==> src/rtl/seg_score_pkg.sv <==
// Shared constants for the six-digit score display: digit geometry and
// active-low 7-segment patterns ordered {g,f,e,d,c,b,a}.
package seg_score_pkg;

    localparam int unsigned NUM_DIGITS = 6;
    localparam int unsigned BCD_W      = 4;
    localparam int unsigned SEG_W      = 7;
    localparam int unsigned SLOT_W     = 3;

    localparam logic [SEG_W-1:0] SEG_0   = 7'h40;
    localparam logic [SEG_W-1:0] SEG_1   = 7'h79;
    localparam logic [SEG_W-1:0] SEG_2   = 7'h24;
    localparam logic [SEG_W-1:0] SEG_3   = 7'h30;
    localparam logic [SEG_W-1:0] SEG_4   = 7'h19;
    localparam logic [SEG_W-1:0] SEG_5   = 7'h12;
    localparam logic [SEG_W-1:0] SEG_6   = 7'h02;
    localparam logic [SEG_W-1:0] SEG_7   = 7'h78;
    localparam logic [SEG_W-1:0] SEG_8   = 7'h00;
    localparam logic [SEG_W-1:0] SEG_9   = 7'h10;
    localparam logic [SEG_W-1:0] SEG_OFF = 7'h7F;

    // Score held as BCD digits, index 0 is the units digit.
    typedef logic [NUM_DIGITS-1:0][BCD_W-1:0] score_t;

endpackage

==> src/rtl/seg_score_decode.sv <==
// Combinational BCD to active-low 7-segment decoder with blanking.
module seg_decode
    import seg_score_pkg::*;
(
    input  logic [BCD_W-1:0] i_bcd,
    input  logic             i_blank,
    output logic [SEG_W-1:0] o_seg_c
);

    // Map one nibble to its segment pattern; blank and codes 10-15 go dark.
    always_comb begin
        o_seg_c = SEG_OFF;
        if (!i_blank) begin
            case (i_bcd)
                BCD_W'(0): o_seg_c = SEG_0;
                BCD_W'(1): o_seg_c = SEG_1;
                BCD_W'(2): o_seg_c = SEG_2;
                BCD_W'(3): o_seg_c = SEG_3;
                BCD_W'(4): o_seg_c = SEG_4;
                BCD_W'(5): o_seg_c = SEG_5;
                BCD_W'(6): o_seg_c = SEG_6;
                BCD_W'(7): o_seg_c = SEG_7;
                BCD_W'(8): o_seg_c = SEG_8;
                BCD_W'(9): o_seg_c = SEG_9;
                default:   o_seg_c = SEG_OFF;
            endcase
        end
    end

endmodule

==> src/rtl/seg_score.sv <==
// Six-digit BCD score counter with multiplexed active-low 7-segment output,
// leading-zero blanking and a decimal-point flash on each score event.
module seg_score
    import seg_score_pkg::*;
#(
    parameter int unsigned SCAN_MAX = 50_000,
    parameter int unsigned DP_MAX   = 12_500_000
)(
    input  logic                  sys_clk,
    input  logic                  sys_rst_n,
    input  logic                  flag_add,
    input  logic                  snake_en,
    output logic [NUM_DIGITS-1:0] sel,
    output logic [7:0]            dig
);

    localparam int unsigned SCAN_W = (SCAN_MAX > 1) ? $clog2(SCAN_MAX) : 1;
    localparam int unsigned DP_W   = $clog2(DP_MAX + 1);

    logic                  r_flag_d;
    logic                  r_en_d;
    score_t                r_score;
    logic [SCAN_W-1:0]     r_scan_cnt;
    logic [SLOT_W-1:0]     r_slot;
    logic [DP_W-1:0]       r_dp_cnt;
    logic [NUM_DIGITS-1:0] r_sel;
    logic [7:0]            r_dig;

    logic                  w_evt;
    logic                  w_new_game;
    logic                  w_sat;
    logic                  w_accept;
    logic                  w_scan_wrap;
    logic                  w_dp_on;
    score_t                w_score_inc;
    logic [NUM_DIGITS-1:0] w_blank;
    logic [BCD_W-1:0]      w_cur_bcd;
    logic                  w_cur_blank;
    logic [SEG_W-1:0]      w_seg;

    assign w_evt       = flag_add & ~r_flag_d;
    assign w_new_game  = snake_en & ~r_en_d;
    assign w_accept    = w_evt & snake_en & ~w_new_game & ~w_sat;
    assign w_scan_wrap = (r_scan_cnt == SCAN_W'(SCAN_MAX - 1));
    assign w_dp_on     = (r_slot == '0) && (r_dp_cnt != '0);
    assign w_cur_bcd   = r_score[r_slot];
    assign w_cur_blank = w_blank[r_slot];

    // Ripple BCD increment and all-nines saturation detect.
    always_comb begin
        logic v_carry;
        w_score_inc = r_score;
        w_sat       = 1'b1;
        v_carry     = 1'b1;
        for (int i = 0; i < NUM_DIGITS; i++) begin
            if (r_score[i] != BCD_W'(9)) begin
                w_sat = 1'b0;
            end
            if (v_carry) begin
                if (r_score[i] == BCD_W'(9)) begin
                    w_score_inc[i] = '0;
                end else begin
                    w_score_inc[i] = r_score[i] + BCD_W'(1);
                    v_carry        = 1'b0;
                end
            end
        end
    end

    // A digit blanks when it and every more-significant digit are zero.
    always_comb begin
        logic v_zero;
        v_zero  = 1'b1;
        w_blank = '0;
        for (int k = NUM_DIGITS - 1; k > 0; k--) begin
            v_zero     = v_zero & (r_score[k] == '0);
            w_blank[k] = v_zero;
        end
    end

    seg_decode u_decode (
        .i_bcd   (w_cur_bcd),
        .i_blank (w_cur_blank),
        .o_seg_c (w_seg)
    );

    // Registered copies of the inputs for rising-edge detection.
    always_ff @(posedge sys_clk or negedge sys_rst_n) begin
        if (!sys_rst_n) begin
            r_flag_d <= 1'b0;
            r_en_d   <= 1'b0;
        end else begin
            r_flag_d <= flag_add;
            r_en_d   <= snake_en;
        end
    end

    // Score register: new game clears and wins over a same-cycle event.
    always_ff @(posedge sys_clk or negedge sys_rst_n) begin
        if (!sys_rst_n) begin
            r_score <= '0;
        end else if (w_new_game) begin
            r_score <= '0;
        end else if (w_accept) begin
            r_score <= w_score_inc;
        end
    end

    // Decimal-point timer, reloaded by every accepted event.
    always_ff @(posedge sys_clk or negedge sys_rst_n) begin
        if (!sys_rst_n) begin
            r_dp_cnt <= '0;
        end else if (w_accept) begin
            r_dp_cnt <= DP_W'(DP_MAX);
        end else if (r_dp_cnt != '0) begin
            r_dp_cnt <= r_dp_cnt - DP_W'(1);
        end
    end

    // Free-running scan counter stepping the digit slot 0..5.
    always_ff @(posedge sys_clk or negedge sys_rst_n) begin
        if (!sys_rst_n) begin
            r_scan_cnt <= '0;
            r_slot     <= '0;
        end else if (w_scan_wrap) begin
            r_scan_cnt <= '0;
            r_slot     <= (r_slot == SLOT_W'(NUM_DIGITS - 1)) ? '0 : r_slot + SLOT_W'(1);
        end else begin
            r_scan_cnt <= r_scan_cnt + SCAN_W'(1);
        end
    end

    // Output stage: select and segments registered together.
    always_ff @(posedge sys_clk or negedge sys_rst_n) begin
        if (!sys_rst_n) begin
            r_sel <= '1;
            r_dig <= '1;
        end else begin
            r_sel <= ~(NUM_DIGITS'(1) << r_slot);
            r_dig <= {~w_dp_on, w_seg};
        end
    end

    assign sel = r_sel;
    assign dig = r_dig;

endmodule

==> config.mk <==
export PLATFORM = sky130hd
export DESIGN_NAME = seg_score
export DESIGN_NICKNAME = d
export VERILOG_FILES = /design/src/rtl/seg_score_pkg.sv /design/src/rtl/seg_score_decode.sv /design/src/rtl/seg_score.sv
export SDC_FILE = /design/constraint.sdc
export NUM_CORES = 1
export LEC_CHECK = 0
export CORE_MARGIN = 10
export CORE_UTILIZATION = 55
export CTS_CLUSTER_SIZE = 30
export DETAILED_ROUTE_END_ITERATION = 16
export PLACE_DENSITY = 0.76
export SETUP_SLACK_MARGIN = 0.4
export SLEW_MARGIN = 20
export SYNTH_ARGS = -nofsm -noshare
export SYNTH_HDL_FRONTEND = slang
export SYNTH_SLANG_ARGS = --single-unit
==> constraint.sdc <==
create_clock -name sys_clk -period 2.35 [get_ports sys_clk]
set_clock_uncertainty 0.1 [all_clocks]
set_input_delay 0.47 -clock sys_clk [delete_from_list [all_inputs] [get_ports sys_clk]]
set_output_delay 0.47 -clock sys_clk [all_outputs]
set_load 0.02 [all_outputs]
Word-level counts from Yosys, hierarchy flattened --
Memories as Yosys holds them, arrays and structs flattened. Index checks and enable logic that the tools add are counted.
Word-level totals: memory bits (read-only) 112, output and inout port bits 14, register bits 83, word-level logic and storage cells 111, memories kept 1
Cells by class: shift operators 1, bitwise gates (word level) 15, add/sub/neg operators 9, reduce and logical (&&, ||, !) cells 20, equal/unequal tests 14, mux-type cells 37, order comparisons 1
Memory list:
- (name not given) | depth 16, width 7, rd ports 1, clocked after Yosys merged registers in 0, wr ports 0, RTL line seg_score_decode.sv:14 | case (i_bcd)
Operators with widths (count):
- two-way mux 24 bit | 4
- two-way mux 4 bit | 12
- adder 4 x 1 -> 4 bit (second input constant) | 6
- equality test 4 bit (second input constant) | 6
- inequality test 4 bit (second input constant) | 6
- nonzero test 24 bit | 1
- subtractor 24 x 1 -> 24 bit (second input constant) | 1
- logical NOT 4 bit | 5
- adder 16 x 1 -> 16 bit (second input constant) | 1
- equality test 16 bit (second input constant) | 1
- two-way mux 1 bit | 16
- two-way mux 16 bit | 1
- nonzero test 2 bit | 7
- binary-select mux 4 bit (select 3 bit) | 1
- AND reduction 2 bit | 5
- AND 1 bit | 9
- two-way mux 7 bit | 1
- inverter 6 bit | 1
- << shifter 1 x 3 -> 6 bit (first input constant) | 1
- inverter 1 bit | 5
- < comparator 3 x 4 -> 1 bit (second input constant) | 1
- adder 3 x 1 -> 3 bit (second input constant) | 1
- binary-select mux 1 bit (select 3 bit) | 1
- equality test 3 bit (second input constant) | 1
- other kinds (3) | 3

Logic depth before layout (Yosys ltp) --
Gate-level depths: netlist of run 1.
depth in word-level cells 11, depth in mapped cells 10, depth with buffers taken out 8

Hierarchy --
A second synthesis of run 1 with hierarchy kept.
Unflattened totals: cells, all modules 492, area total of the unflattened synthesis 4763.3 µm²
By module, submodules not included:
- seg_score | sequential area each 2094.5 µm², instances 1, area each 4526.8 µm², cells an instance 459
- seg_decode | sequential area each 0.0 µm², instances 1, area each 236.5 µm², cells an instance 33

Least setup slack after synthesis of run 1 --
No wires, ideal clock.
path type flip-flop to flip-flop, start point reg r_dp_cnt[4], end point reg r_dp_cnt[11], clock period less this slack 2.474 ns, data required time 2.113 ns, path buffers 3, cell stages (with the launch flop) 9, arrival 2.237 ns, slack -0.124 ns, setup time 0.137 ns, cells stage by stage dfrtp_1 or4_1 buf_2 or4_4 buf_6 or2_0 buf_2 a31oi_1 o21ai_1
Between the ends: word-level cells in the longest chain between the ends 3
Ends and longest elaborated chain:
- start: declaration | RTL line seg_score.sv:25 | logic [DP_W-1:0] r_dp_cnt;
- start signal: assignment | RTL line seg_score.sv:114 | r_dp_cnt <= DP_W'(DP_MAX);
- start signal: assignment | RTL line seg_score.sv:116 | r_dp_cnt <= r_dp_cnt - DP_W'(1);
- subtractor 24 x 1 -> 24 bit | RTL line seg_score.sv:116
- two-way mux 24 bit | RTL line seg_score.sv:115 | end else if (r_dp_cnt != '0) begin
- two-way mux 24 bit | RTL line seg_score.sv:113 | end else if (w_accept) begin
Several ways; a longest one is shown, not always the timed one. The select of a mux whose other input is x is not followed. A chain may end at the register's enable or synchronous reset.

Final worst setup path of run 1 --
start point reg r_dp_cnt[5], end point reg r_dp_cnt[15]
Same word-level chain as after synthesis.

==> results by group, run 1 <==
Synth
  – Yosys warnings: 0
  – FF+latch count, synth: 83
  – Cells after Synth: approximately 480
  – Cell variety after synth: 61
  – Largest cells by area after synthesis: dfrtp_1, dfstp_2, ha_1
  – Count leader, synth: dfrtp_1
  – Seq/Total Area, Yosys: 0.450
  – Synth area leader: dfrtp_1
  – Post-Syn Area: 0.00465 mm2
  – Top-area cell type share of the netlist area: 0.371
  – Syn avg cell area: roughly 9.8 um2
  – Post-synth top flop: dfrtp_1
  – Mapped Nets: just over 500
  – Post-synth ARST share: 1.00
  – Post-synth EDFFs: 0
  – Synth top cells by count: dfrtp_1, nor2_1, nand2_1

Global routing
  – Vias in the first global route: about 4,000
  – Largest net degree at the start of global routing: 49
  – Initial antenna violation count: 0
  – Total GRT Usage: 0.177
  – First-pass GRT wire length: 19,100 um
  – Total congestion overflow: 0

Power
  – PwrDens: ~550 mW/mm2
  – Total power: around 3.5 mW
  – Leak: 2.73 nW
  – Worst vdd ir: 390 uV

Die
  – Core footprint: between 0.008 and 0.009 mm2
  – Die Y: between 100 and 150 um
  – Initial Util: 0.566
  – Chip width: approximately 110 um
  – Die area: 0.0125 mm2
  – I/O Pins: 18
  – Row cnt: 33

Run status
  – Failing checks: negative setup slack
  – Run status: complete, but fails checks

Min path
  – Worst hold-check path type: input pin to async pin

Detailed routing
  – DRC errors left: 0
  – Routed WL: 13,700 um
  – Wire per inst: ~20 um
  – Via density: roughly 6.3
  – Final antenna-violating net count: 0
  – Initial DRC count: between 300 and 400
  – TritonRoute pass-1 iters: 5
  – Vias after detailed routing: roughly 4,300

Timing
  – Final worst-path cycle share: 1.01
  – Setup slack after layout: -0.0229 ns
  – RSZ-0062 raised after global routing: true
  – Worst Tran Pin Value: 0.671 ns
  – Maximum clock rate: around 0.42 GHz
  – Final min period: approximately 2.4 ns
  – Final hold viol count: 0
  – # setup viols final: 1
  – Slew Viols, Final: 0
  – Slew HR: 0.551

Worst setup path
  – RR Startpoint: r_dp_cnt[5]
  – R2R Setup Slk: -0.02 ns
  – Crit end category: register
  – R2r endpoint: r_dp_cnt[15]
  – Worst path required time: around 2.5 ns
  – CP Class: register to register
  – Crit path max fanout: 5
  – Critical path arrival: about 2.5 ns
  – Crit start category: register
  – Worst Setup EP: r_dp_cnt[15]
  – Critical Path Start: r_dp_cnt[5]
  – Reg2Reg Depth: 6

Place
  – RePlAce Congestion: 0.912
  – Dpl ws: ~0.019 ns
  – Hpwl dp: 7360 um
  – IO Port Bufs: 17

Clocking
  – Later-pin clock latency in the skew report: ~0.37 ns
  – Clock Root Buffer: clkbuf_8
  – Clock-pin slew on the worst setup and hold paths: 0.10 ns
  – H-tree level count: 3
  – Maximum clock path buffer count: 2
  – Number of CTS-inserted buffers: 9
  – TritonCTS Sinks: 83
  – CTS Hold Buffers Added: 0
  – CTS tree: done

Cells and area
  – N_diodes: 0
  – P&R area growth vs syn: 38.2%
  – Layout cells sized above 1: 0.409
  – Nets: around 600

Flow run
  – Number of max-cap violations: 0
area by class of cell:
| cell class | count | area [um2] |
|---|---|---|
| Fill cell | 457 | 1780 |
| Inverter | 24 | 90.1 |
| Timing Repair Buffer | 107 | 912 |
| Tap cell | 105 | 131 |
| Clock buffer | 9 | 124 |
| Sequential cell | 83 | 2100 |
| Clock inverter | 7 | 98.8 |
| Multi-Input combinational cell | 354 | 2970 |
critical path, cell delays in order (launching register included):
cell and delay, ns:
dfrtp_1 0.40, or4_4 0.55, buf_4 0.16, or4_4 0.47, buf_4 0.17, o41ai_4 0.30
nand3_1 0.11
cell usage in the layout, fill, tap and decap left out, drive strengths merged, types with 4 or more instances in the layout:
master / synthesis / routed
clkbuf: 11 / 9
xnor2: 7 / 7
and3b: 6 / 6
ha: 26 / 26
nand4: 12 / 12
or4: 8 / 9
nor2b: 4 / 4
inv: 24 / 26
nand3: 26 / 26
a21oi: 16 / 16
nor4: 4 / 4
nand3b: 5 / 5
or3: 8 / 8
nor2: 45 / 45
buf: 6 / 91
mux2: 5 / 5
dfrtp: 69 / 69
and2: 4 / 4
nand2: 41 / 41
a31oi: 4 / 4
o211ai: 9 / 9
a31o: 4 / 4
o21ai: 18 / 18
dfstp: 14 / 14
xor2: 20 / 20
nor4b: 4 / 4
dlygate4sd2: 0 / 14
nor3: 15 / 15
mux2i: 15 / 15
report_power, final:
part	internal (mW)	switching [mW]
registers	1.53	0.102
logic	0.326	0.373
clock network	0.607	0.598
logic make-up (layout without fill, tap and decap cells):
| logic type | Yosys count | count (layout) | share of synthesized area |
|---|---|---|---|
| mux | 21 | 21 | 0.0492 |
| fa+ha+maj | 26 | 26 | 0.0699 |
| xor+xnor | 27 | 27 | 0.0508 |
| buf+inv | 41 | 147 | 0.0352 |
| compound gates | 80 | 80 | 0.117 |
| flops | 83 | 83 | 0.450 |
| simple gates | 199 | 200 | 0.228 |
per-layer routing:
layer	global-route usage	routed length, um	up-vias	part of all wire
met3	0.0553	910	59	0.066
li1	-	-	1918	-
met4	0.0440	537	0	0.039
met5	0	0	-	0
met2	0.296	6750	210	0.49
met1	0.216	5530	2141	0.40
per-stage QoR:
stage	hold slack, ns	setup TNS, ns	instance area, um2	instances	util
floorplan	0.0744	0	4760	477	-
global placement	0.374	0	5180	611	0.631
detailed placement	0.385	0	5180	611	0.631
CTS	0.0359	0	5750	662	0.700
global route	0.0576	-0.435	6430	689	0.783
finish	0.0266	-0.0229	6430	689	0.783
worst min-delay path by stage:
stage	start	endpoint	slack (ns)	cells after the start
after floorplan	sys_rst_n	r_dp_cnt[0]	0.07	0
after global placement	r_scan_cnt[0]	r_scan_cnt[0]	0.37	1
after detailed placement	r_scan_cnt[0]	r_scan_cnt[0]	0.39	1
after CTS	sys_rst_n	r_dp_cnt[23]	0.04	1
after global routing	sys_rst_n	r_dp_cnt[23]	0.06	1
final	sys_rst_n	r_dp_cnt[21]	0.03	1
state kept, by name, summed over array words and instances (netlist names):
signal      count
dig             8
r_dp_cnt       24
r_en_d          1
r_flag_d        1
r_scan_cnt     16
r_score        24
r_slot          3
sel             6
repair_timing:
action | CTS | global route
buffers inserted | 34 | 26
resized for setup | 47 | 108
pin swaps | 12 | 60
cloned | 1 | 1
setup endpoints to repair | 63 | 52
Power figures use the tool's default switching activity.
==> inputs of run 2 (changes only) <==
--- a/config.mk
+++ b/config.mk
@@ -6,10 +6,11 @@
 export NUM_CORES = 1
 export LEC_CHECK = 0
 export CORE_MARGIN = 10
-export CORE_UTILIZATION = 55
+export CORE_UTILIZATION = 65
 export CTS_CLUSTER_SIZE = 30
 export DETAILED_ROUTE_END_ITERATION = 16
-export PLACE_DENSITY = 0.76
+export HOLD_SLACK_MARGIN = 0.1
+export PLACE_DENSITY = 0.84
 export SETUP_SLACK_MARGIN = 0.4
 export SLEW_MARGIN = 20
 export SYNTH_ARGS = -nofsm -noshare
==> constraint.sdc (replaced) <==
create_clock -name sys_clk -period 2.82 [get_ports sys_clk]
set_clock_uncertainty 0.1 [all_clocks]
set_input_delay 0.564 -clock sys_clk [delete_from_list [all_inputs] [get_ports sys_clk]]
set_output_delay 0.564 -clock sys_clk [all_outputs]
set_load 0.02 [all_outputs]
==> results by group, run 2 (synthesis results as in run 1) <==
Run status
  – Run status: finished, final reports clean

Worst setup path
  – CP Buf/Inv Count: 2
  – R2R Setup Slk: 0.46 ns
  – Delay-heaviest family, CP: simple AND/OR/NAND/NOR gates
  – Crit end category: register
  – Worst Setup EP: r_dp_cnt[3]
  – Reg2Reg Depth: 8
  – Critical Path Start: r_score[13]
  – Crit start category: register
  – Crit path max fanout: 14
  – Levels on crit path: 8
  – CP Class: register to register
  – Largest stage delay, worst path: 0.49 ns
  – Critical Path, Cell by Cell: inv_1 > ha_1 > and3b_1 > and4_2 > a21oi_1 > buf_4 > or4_1 > nand2_1
  – Worst path required time: ~3 ns
  – RR Startpoint: r_score[13]
  – Critical path's slowest cell: or4_1
  – Critical path arrival: between 2 and 3 ns
  – R2r endpoint: r_dp_cnt[3]

Min path
  – Worst hold-check path type: input pin to async pin

Detailed routing
  – TritonRoute pass-1 iters: 5
  – Vias after detailed routing: about 3,800
  – DR top layer: met4
  – Final antenna-violating net count: 0
  – DRC errors left: 0
  – Met1 wire length: approximately 4400 um
  – Wire per inst: around 17 um
  – Via density: 6.24
  – Metal2 WL: 4900 um
  – Routed WL: between 10,000 and 15,000 um
  – Met3 routed WL: about 600 um
  – Initial DRC count: 380

Global routing
  – Total GRT Usage: 0.185
  – Vias in the first global route: ~3,600
  – Initial antenna violation count: 0
  – Largest net degree at the start of global routing: 52
  – Total congestion overflow: 0
  – First-pass GRT wire length: approximately 17,000 um

Die
  – Chip width: around 100 um
  – Row cnt: 30
  – Die area: ~0.011 mm2
  – I/O Pins: 18
  – Core footprint: 0.00687 mm2
  – Die Y: about 100 um
  – Initial Util: 0.678

Cells and area
  – P&R area growth vs syn: 11.5%
  – Nets: roughly 530
  – Leading cell type in the layout, fill and taps excluded: dfrtp_1
  – Regs by FF count: r_dp_cnt (24), r_score (24), r_scan_cnt (16)
  – N_diodes: 0
  – Post-route cell area: 0.00519 mm2
  – Fill count: 476
  – Layout cells sized above 1: 0.128
  – Most frequent cells in the layout: dfrtp_1, nor2_1, nand2_1

Timing
  – Setup TNS: 0 ns
  – Slew Viols, Final: 0
  – Final min period: between 2 and 2.5 ns
  – Final hold viol count: 0
  – Maximum clock rate: 0.424 GHz
  – Worst Tran Pin Value: approximately 0.66 ns
  – # setup viols final: 0
  – RSZ-0062 raised after global routing: true
  – Final worst-path cycle share: 0.837
  – WHS: about 0.12 ns
  – Slew HR: 0.563

Clocking
  – Maximum clock path buffer count: 2
  – Number of CTS-inserted buffers: 9
  – H-tree level count: 3
  – CTS Hold Buffers Added: 0
  – Clock Root Buffer: clkbuf_8
  – CTS tree: done
  – TritonCTS Sinks: 83
  – Clock-pin slew on the worst setup and hold paths: approximately 0.090 ns
  – Later-pin clock latency in the skew report: 0.36 ns

Place
  – Placed inst area: just under 0.005 mm2
  – IO Port Bufs: 17
  – RePlAce Congestion: roughly 0.91
  – Hpwl dp: between 7000 and 8000 um

Power
  – Internal: 1.86 mW
  – Sw Ratio: 0.295
  – Reg power frac: 0.523
  – Leak: roughly 2.2 nW
  – Worst vdd ir: 312 uV
  – Total power: approximately 2.6 mW
  – Clock share of power: 0.334
  – PwrDens: roughly 510 mW/mm2
  – Sw Pwr: 777 uW
  – Gate power share: 0.143

Flow run
  – Number of max-cap violations: 0
## run 2: power by group through the flow
| stage | sequential (mW) | combinational (mW) | clock [mW] |
|---|---|---|---|
| floorplan | 1.38 | 0.265 | 0 |
| global placement | 1.39 | 0.349 | 0 |
| detailed placement | 1.39 | 0.372 | 0 |
| CTS | 1.37 | 0.379 | 0.892 |
| global route | 1.39 | 0.417 | 0.955 |
| finish | 1.38 | 0.377 | 0.879 |
## run 2: worst min-delay path by stage
stage,from,endpoint,slack (ns),cells after the start
3_5_place_dp,r_scan_cnt[12],r_scan_cnt[12],0.39,1
2_1_floorplan,sys_rst_n,r_dp_cnt[0],0.17,0
6_report,sys_rst_n,r_scan_cnt[15],0.12,1
3_3_place_gp,r_scan_cnt[0],r_scan_cnt[0],0.37,1
4_1_cts,sys_rst_n,r_scan_cnt[15],0.14,1
5_1_grt,sys_rst_n,r_scan_cnt[15],0.16,1
## run 2: layer usage
layer  vias up  track usage
li1       1763            -
met1      1816        0.240
met2       156        0.303
met3        22       0.0307
met4         0       0.0696
met5         -            0
## run 2: worst register-to-register path: cells and delay by family, from the launching register on
family / cells / cell delay, ns
and+or+nand+nor: 4 / 1.17
adders and majority gates: 1 / 0.17
buffers and inverters: 2 / 0.32
AOI/OAI and AO/OA: 1 / 0.08
DFF: 1 / 0.46
## run 2: stage by stage
stage / cells / util / setup slack [ns]
2_1_floorplan: 477 / - / 0.402
4_1_cts: 601 / 0.754 / 0.445
5_1_grt: 602 / 0.756 / 0.302
3_5_place_dp: 585 / 0.724 / 0.242
3_3_place_gp: 585 / 0.724 / 0.369
6_report: 602 / 0.756 / 0.459
## run 2: layout make-up
class	instances	area (um2)	share of cell area
clock buffers	10	128	0.0246
clock inverters	6	73.8	0.0142
inverters	24	90.1	0.0174
multi-input cells	353	2410	0.464
flip-flops and latches	83	2090	0.403
well taps	96	120	0.0231
repair buffers	30	278	0.0535
## run 2: timing repair
item / 4_1_cts / 5_1_grt
setup endpoints to repair: 11 / 11
resized for setup: 3 / 4
pin swaps: 2 / 1
cloned: 0 / 0
setup buffers: 0 / 1
